File: src/rtl/stack_pkg.sv
// Shared definitions for the data-memory stack: request op encodings, the
// engine state enum and the default stack geometry.
package stack_pkg;

    localparam logic [1:0] OP_PUSH  = 2'd0;
    localparam logic [1:0] OP_POP   = 2'd1;
    localparam logic [1:0] OP_PEEK  = 2'd2;
    localparam logic [1:0] OP_FLUSH = 2'd3;

    localparam int         DEF_DATA_W      = 16;
    localparam int         DEF_ADDR_W      = 8;
    localparam logic [7:0] DEF_STACK_BASE  = 8'h10;
    localparam logic [7:0] DEF_STACK_LIMIT = 8'h00;

    typedef enum logic [2:0] {
        IDLE  = 3'd0,
        PUSH  = 3'd1,
        READ  = 3'd2,
        WAIT  = 3'd3,
        FLUSH = 3'd4,
        RESP  = 3'd5
    } state_e;

endpackage

File: src/rtl/stack_engine.sv
// Sequencing controller for the data-memory stack: accepts PUSH/POP/PEEK/FLUSH
// requests, drives the memory port and the stack_pointer strobes, returns a response.
module stack_engine
    import stack_pkg::*;
#(
    parameter int                DATA_W      = DEF_DATA_W,
    parameter int                ADDR_W      = DEF_ADDR_W,
    parameter logic [ADDR_W-1:0] STACK_BASE  = ADDR_W'(DEF_STACK_BASE),
    parameter logic [ADDR_W-1:0] STACK_LIMIT = ADDR_W'(DEF_STACK_LIMIT)
) (
    input  logic              clk,
    input  logic              reset,
    // Both channels: a transfer happens on the rising edge where valid and
    // ready are both high; valid never depends on ready, and response
    // payload stays stable while rsp_valid is high and rsp_ready is low.
    input  logic              req_valid,
    output logic              req_ready,
    input  logic [1:0]        req_op,
    input  logic [DATA_W-1:0] req_data,
    output logic              rsp_valid,
    input  logic              rsp_ready,
    output logic [DATA_W-1:0] rsp_data,
    output logic              rsp_err,
    input  logic [ADDR_W-1:0] SP,
    output logic              inr_SP,
    output logic              dcr_SP,
    output logic              SP_load_en,
    output logic [ADDR_W-1:0] SP_load,
    output logic [ADDR_W-1:0] mem_addr,
    output logic              mem_we,
    output logic              mem_re,
    output logic [DATA_W-1:0] mem_wdata,
    input  logic [DATA_W-1:0] mem_rdata,
    output logic              full,
    output logic              empty,
    output logic [2:0]        dbg_state
);

    state_e            state_q, state_d;
    logic [1:0]        op_q, op_d;
    logic [DATA_W-1:0] data_q, data_d;
    logic [DATA_W-1:0] rsp_data_q, rsp_data_d;
    logic              rsp_err_q, rsp_err_d;
    logic              req_is_read;
    logic              req_err;

    assign full  = (SP == STACK_LIMIT);
    assign empty = (SP == STACK_BASE);

    always_comb begin
        state_d    = state_q;
        op_d       = op_q;
        data_d     = data_q;
        rsp_data_d = rsp_data_q;
        rsp_err_d  = rsp_err_q;

        req_is_read = (req_op == OP_POP) || (req_op == OP_PEEK);
        req_err     = ((req_op == OP_PUSH) && full) || (req_is_read && empty);

        case (state_q)
            IDLE: begin
                if (req_valid) begin
                    op_d       = req_op;
                    data_d     = req_data;
                    rsp_data_d = '0;
                    rsp_err_d  = req_err;
                    if (req_err) begin
                        state_d = RESP;
                    end else begin
                        case (req_op)
                            OP_PUSH:  state_d = PUSH;
                            OP_FLUSH: state_d = FLUSH;
                            default:  state_d = READ;
                        endcase
                    end
                end
            end
            PUSH:  state_d = RESP;
            READ:  state_d = WAIT;
            WAIT: begin
                // Synchronous RAM: data from the READ-cycle access lands here.
                rsp_data_d = mem_rdata;
                state_d    = RESP;
            end
            FLUSH: state_d = RESP;
            RESP: begin
                if (rsp_ready) begin
                    state_d = IDLE;
                end
            end
            default: state_d = IDLE;
        endcase
    end

    // Strobes come only from registered state and captured op, and are
    // suppressed while reset is high so an abandoned op leaves no trace.
    always_comb begin
        req_ready  = 1'b0;
        rsp_valid  = 1'b0;
        inr_SP     = 1'b0;
        dcr_SP     = 1'b0;
        SP_load_en = 1'b0;
        mem_we     = 1'b0;
        mem_re     = 1'b0;
        mem_addr   = SP;
        if (!reset) begin
            case (state_q)
                IDLE: req_ready = 1'b1;
                PUSH: begin
                    mem_we   = 1'b1;
                    mem_addr = SP - ADDR_W'(1);
                    dcr_SP   = 1'b1;
                end
                READ: begin
                    mem_re = 1'b1;
                    inr_SP = (op_q == OP_POP);
                end
                FLUSH: SP_load_en = 1'b1;
                RESP:  rsp_valid  = 1'b1;
                default: ;
            endcase
        end
    end

    always_ff @(posedge clk) begin
        if (reset) begin
            state_q    <= IDLE;
            op_q       <= OP_PUSH;
            data_q     <= '0;
            rsp_data_q <= '0;
            rsp_err_q  <= 1'b0;
        end else begin
            state_q    <= state_d;
            op_q       <= op_d;
            data_q     <= data_d;
            rsp_data_q <= rsp_data_d;
            rsp_err_q  <= rsp_err_d;
        end
    end

    assign mem_wdata = data_q;
    assign SP_load   = STACK_BASE;
    assign rsp_data  = rsp_data_q;
    assign rsp_err   = rsp_err_q;
    assign dbg_state = state_q;

endmodule

File: config.mk
export PLATFORM = sky130hd
export DESIGN_NAME = stack_engine
export DESIGN_NICKNAME = d
export VERILOG_FILES = /design/src/rtl/stack_pkg.sv /design/src/rtl/stack_engine.sv
export SDC_FILE = /design/constraint.sdc
export NUM_CORES = 1
export LEC_CHECK = 0
export ABC_AREA = 1
export BUFFER_PORTS_ARGS = -buffer_cell sky130_fd_sc_hd__buf_2
export CORE_MARGIN = 1
export CORE_UTILIZATION = 39
export DETAILED_ROUTE_END_ITERATION = 12
export PLACE_DENSITY = 0.75
export SYNTH_ARGS = -nofsm -noshare
export SYNTH_HDL_FRONTEND = slang
export SYNTH_SLANG_ARGS = --single-unit
File: constraint.sdc
create_clock -name clk -period 1.45 [get_ports clk]
set_input_delay 0.29 -clock clk [delete_from_list [all_inputs] [get_ports clk]]
set_output_delay 0.29 -clock clk [all_outputs]
set_load 0.005 [all_outputs]
# After elaboration in Yosys (flattened, before gate mapping)
# Cells that the tools add are included.
# word_totals
reg_bits	38
latch_bits	0
ram_bits	0
rom_bits	0
output_inout_bits	61
elab_cells	51
n_memories	0
# op_classes
add_sub_neg	1
mul	0
div	0
order_cmp	0
eq_ne	12
shift	0
mux	21
n_bitwise	0
reduce_logical	12
# ops
cell	count
$pmux W16 S2	1
$mux W16	1
$mux W8	2
$mux W1	12
$pmux W3 S4	1
$mux W3	3
$eq A8 B5 Y1 const B	1
$logic_not A8 Y1	1
$sub A8 B1 Y8 const B	1
$eq A3 B2 Y1 const B	2
$eq A3 B3 Y1 const B	2
$pmux W3 S2	1
$reduce_and A2 Y1	3
$eq A2 B1 Y1 const B	2
$eq A2 B2 Y1 const B	2
$ne A2 B2 Y1 const B	2
$eq A3 B1 Y1 const B	1
$logic_not A3 Y1	1
$reduce_or A3 Y1	1
$logic_and A1 B1 Y1	2
$logic_not A2 Y1	1
$logic_or A1 B1 Y1	2
$reduce_bool A2 Y1	1

# Depth between registers and ports, before layout
# logic_depth
word_depth	7
depth_mapped	10
ltp_nobuf	10

# Worst setup path before layout
# OpenSTA, ideal clock, no wires.
# synth_path
path_kind	reg-to-output
start	register state_q[0] (netlist: dbg_state[0])
end	output mem_addr[7]
arrival_ps	1302
path_slack_ps	-142
path_stages_with_launch	7
n_path_buf	0
path_cell_list	dfxtp_1 > nand2_2 > nor3_4 > and2_1 > nand3_2 > nor2_2 > xor2_1
# synth_between
elab_chain_len	3
# synth_lines
element	line_no	source
start: declaration	stack_engine.sv:39	state_e state_q, state_d;
start signal: assignment	stack_engine.sv:133	state_q <= state_d;
$eq A3 B1 Y1	stack_engine.sv:107	case (state_q)
$mux W8	stack_engine.sv:107	
$mux W8	stack_engine.sv:106	if (!reset) begin
end: declaration	stack_engine.sv:29	output logic [ADDR_W-1:0] mem_addr,
# Every way passes these cells.

# Worst setup path in the final report
# layout_path
start	register state_q[2] (netlist: dbg_state[2])
end	output mem_addr[7]
# The elaborated chain is that of the path after synthesis.

==> impl_metrics.ini <==
[synth]
syn_inst = 253
synth.most_common_cell = nand3_1
netlist_area_um2 = 1863
synthFlopType = dfxtp_1
synth-compound-area-share = 0.1155
synth_cell_type_count = 27
synth-edff-count = 0
ys_seq_area_frac = 0.4083
ys.warnings.count = 0
syn_avg_cell_area_um2 = 7.364
yosys-top-cells-count = 54 x nand3_1, 38 x dfxtp_1, 37 x a21oi_1
synthMuxAreaShare = 0
synth.area.top_cells = dfxtp_1 41%, nand3_1 15%, a21oi_1 9.9%, nand2_1 6.6%, buf_4 5.6%
synth_top_family_by_area = simple AND/OR/NAND/NOR gates
synth_top_area_share = 0.4083
ys_async_sr_fraction = 0
ys_seq_elements = 38
synth_xor_area_frac = 0.03291
synthAdderAreaFrac = 0.02686
yosys.area_share.simple = 0.2874
yosysTopAreaCell = dfxtp_1

[power_and_ir_drop]
ir_drop_mv = 0.9873
p_int_mw = 2.582
pwr-share-seq = 0.308
switchingPower_mw = 1.611
p_per_area_nw_per_um2 = 1291
finalPower_mw = 4.193
power_frac_comb = 0.515
p_sw_frac = 0.3842
p_leak_nw = 1.510
power_frac_clock = 0.178

[grt]
overflow = 0
grt_use_total = 0.2058
antenna_found_initial = 0
grt.busiest_layer = met2
grt_pass1_wl_um = 8321
grt_pass1_vias = 1919
grt.met2_usage = 0.3825
met3_usage = 0.03561
grtUsageMet1 = 0.2406
grt_start_max_net_pins = 31

[sta]
fin_ws_ps = -382.2
setup_viol = 52
timing.final.crit_share = 1.264
rsz0062_at_grt = true
layout_min_cycle_time_ps = 1832
fmax_mhz = 545.8
slew_viol_final = 0
hold_viol_final = 0
fin_skew_ps = 5.124

[final_layout]
multi_input_area_um2 = 1370
drive_above_1_share = 0.6237
fin_util = 0.7260
regArea_um2 = 767.0
fillCellCount = 334
nets = 421
final_cell_area_um2 = 3248
area_growth_pct = 74.35
antenna_cells = 0

[clock_tree]
htreeDepth = 2
clock_latency_ps = 280
cts_buffers = 5
clock_path_buffers = 2
cts_tree = built
clock-root-buffer = clkbuf_8
cts_sinks = 38
cts.clk_slew.worst_paths_ps = 70

[setup_path]
cp.required_ps = 1160
r2r-end = rsp_err
r2r_slack_ps = -150
reg2reg_depth = 11
cp.arrival_ps = 1540
critPathMaxFanout = 3
startpoint_type = register
reg2reg_from = dbg_state[1]
crit_type = register to output port
cp-end-kind = output port

[die]
fp.dieH_um = 71.12
die_area_um2 = 5057
start_util = 0.4164
num_rows = 24
io_pins = 107
core_area_um2 = 4474
die_w_um = 71.12

[hold_path]
hp-start = req_data[15]
min_to = mem_wdata[15]
whs_path_depth = 3
hold_path.class = input pin to register

[placed_design]
post-place-ws_ps = -98.82
place_area_um2 = 2429
gp_congestion = 0.8631
portBuffers = 98
dp_hpwl_um = 3537

[routing]
drt-vias-per-instance = 5.012
wirelength_um = 5728
dr_total_vias = 2125
drc = 4
drt_pass1_iterations = 9
drt.antenna.violating_nets = 0
wire_per_inst_um = 13.51
drt-initial-drc-count = 101

[status]
violations = design-rule violations, negative setup slack
status = complete, but fails checks

[job]
maxCapViolations = 0
metrics by stage:
step / hold slack (ps) / TNS [ps] / instances
6_report: 259.7 / -7380 / 424
5_1_grt: 259.7 / -10710 / 424
4_1_cts: 258.7 / -4729 / 419
3_5_place_dp: 448.6 / -445.1 / 401
3_3_place_gp: 446.1 / -125.5 / 401
2_1_floorplan: 439.4 / -251.7 / 259
flip-flops by register name, summed over array words and instances, names as in the netlist:
register	cells
mem_wdata	16
rsp_data	16
dbg_state	3
op_q	2
rsp_err	1
area by class of cell:
cell class,instances,area share
clock buffer,6,0.02542
clock inverter,2,0.003852
inverter,22,0.02773
multi-input combinational,174,0.4218
sequential,38,0.2361
tap,52,0.02003
timing repair buffer,130,0.2650
layout by cell type (no fill, tap or decap), types with 2 or more instances in the layout:
cell type	n
inv_2	5
buf_12	2
nand2_2	9
nand3_1	33
nor3_1	3
nand2_1	10
nand2_4	15
clkbuf_8	6
buf_6	8
buf_4	18
dfxtp_2	2
nor2_2	2
inv_1	15
dfxtp_1	35
nor2_1	8
nor3_4	2
nand3_4	10
o21ai_2	2
conb_1	8
xor2_1	6
ha_1	4
buf_2	98
a21oi_1	14
nand3_2	12
nor2_4	4
clkbuf_16	2
a21oi_2	23
buf_16	2
what timing repair did:
action,CTS,global route
setup endpoints to repair,23,55
hold endpoints to repair,0,0
resized for setup,40,97
setup buffers,9,4
pin swaps,17,25
hold buffers,0,0
gates cloned,2,2
how the worst max path moves through the flow:
stage	from	to
after floorplan	dbg_state[2]	mem_addr[7]
after global placement	dbg_state[2]	mem_addr[6]
after detailed placement	dbg_state[2]	mem_addr[6]
after CTS	dbg_state[2]	mem_addr[6]
after global routing	dbg_state[2]	mem_addr[7]
final	dbg_state[2]	mem_addr[7]
logic make-up (layout without fill, tap and decap cells):
kind of cell               count (synthesis)  in the layout
DFF                                       38             38
xor gates and xnor gates                   7              7
adders and majority gates                  4              4
other                                      2              8
AOI/OAI and AO/OA                         42             42
buffers and inverters                     47            160
and+or+nand+nor                          113            113
power by group through the flow:
| stage | registers [mW] | logic (mW) | clock network, mW |
|---|---|---|---|
| after floorplan | 1.29 | 0.728 | 0 |
| after global placement | 1.27 | 1.18 | 0 |
| after detailed placement | 1.27 | 1.19 | 0 |
| after CTS | 1.26 | 1.62 | 0.758 |
| after global routing | 1.30 | 2.31 | 0.811 |
| final | 1.29 | 2.16 | 0.745 |
worst max-delay path: stages, from the launching register on:
cell and delay [ps]:
dfxtp_2 330, inv_2 70, nand2_4 60, nor3_4 170, and2_4 200, nand3_4 80
nor2_4 90, xor2_1 140, buf_2 130
per-layer routing:
layer	up-vias	wire, um
li1	1059	-
met1	994	2360
met2	66	3106
met3	6	207
met4	0	53
met5	-	0
Power figures use the tool's default switching activity.
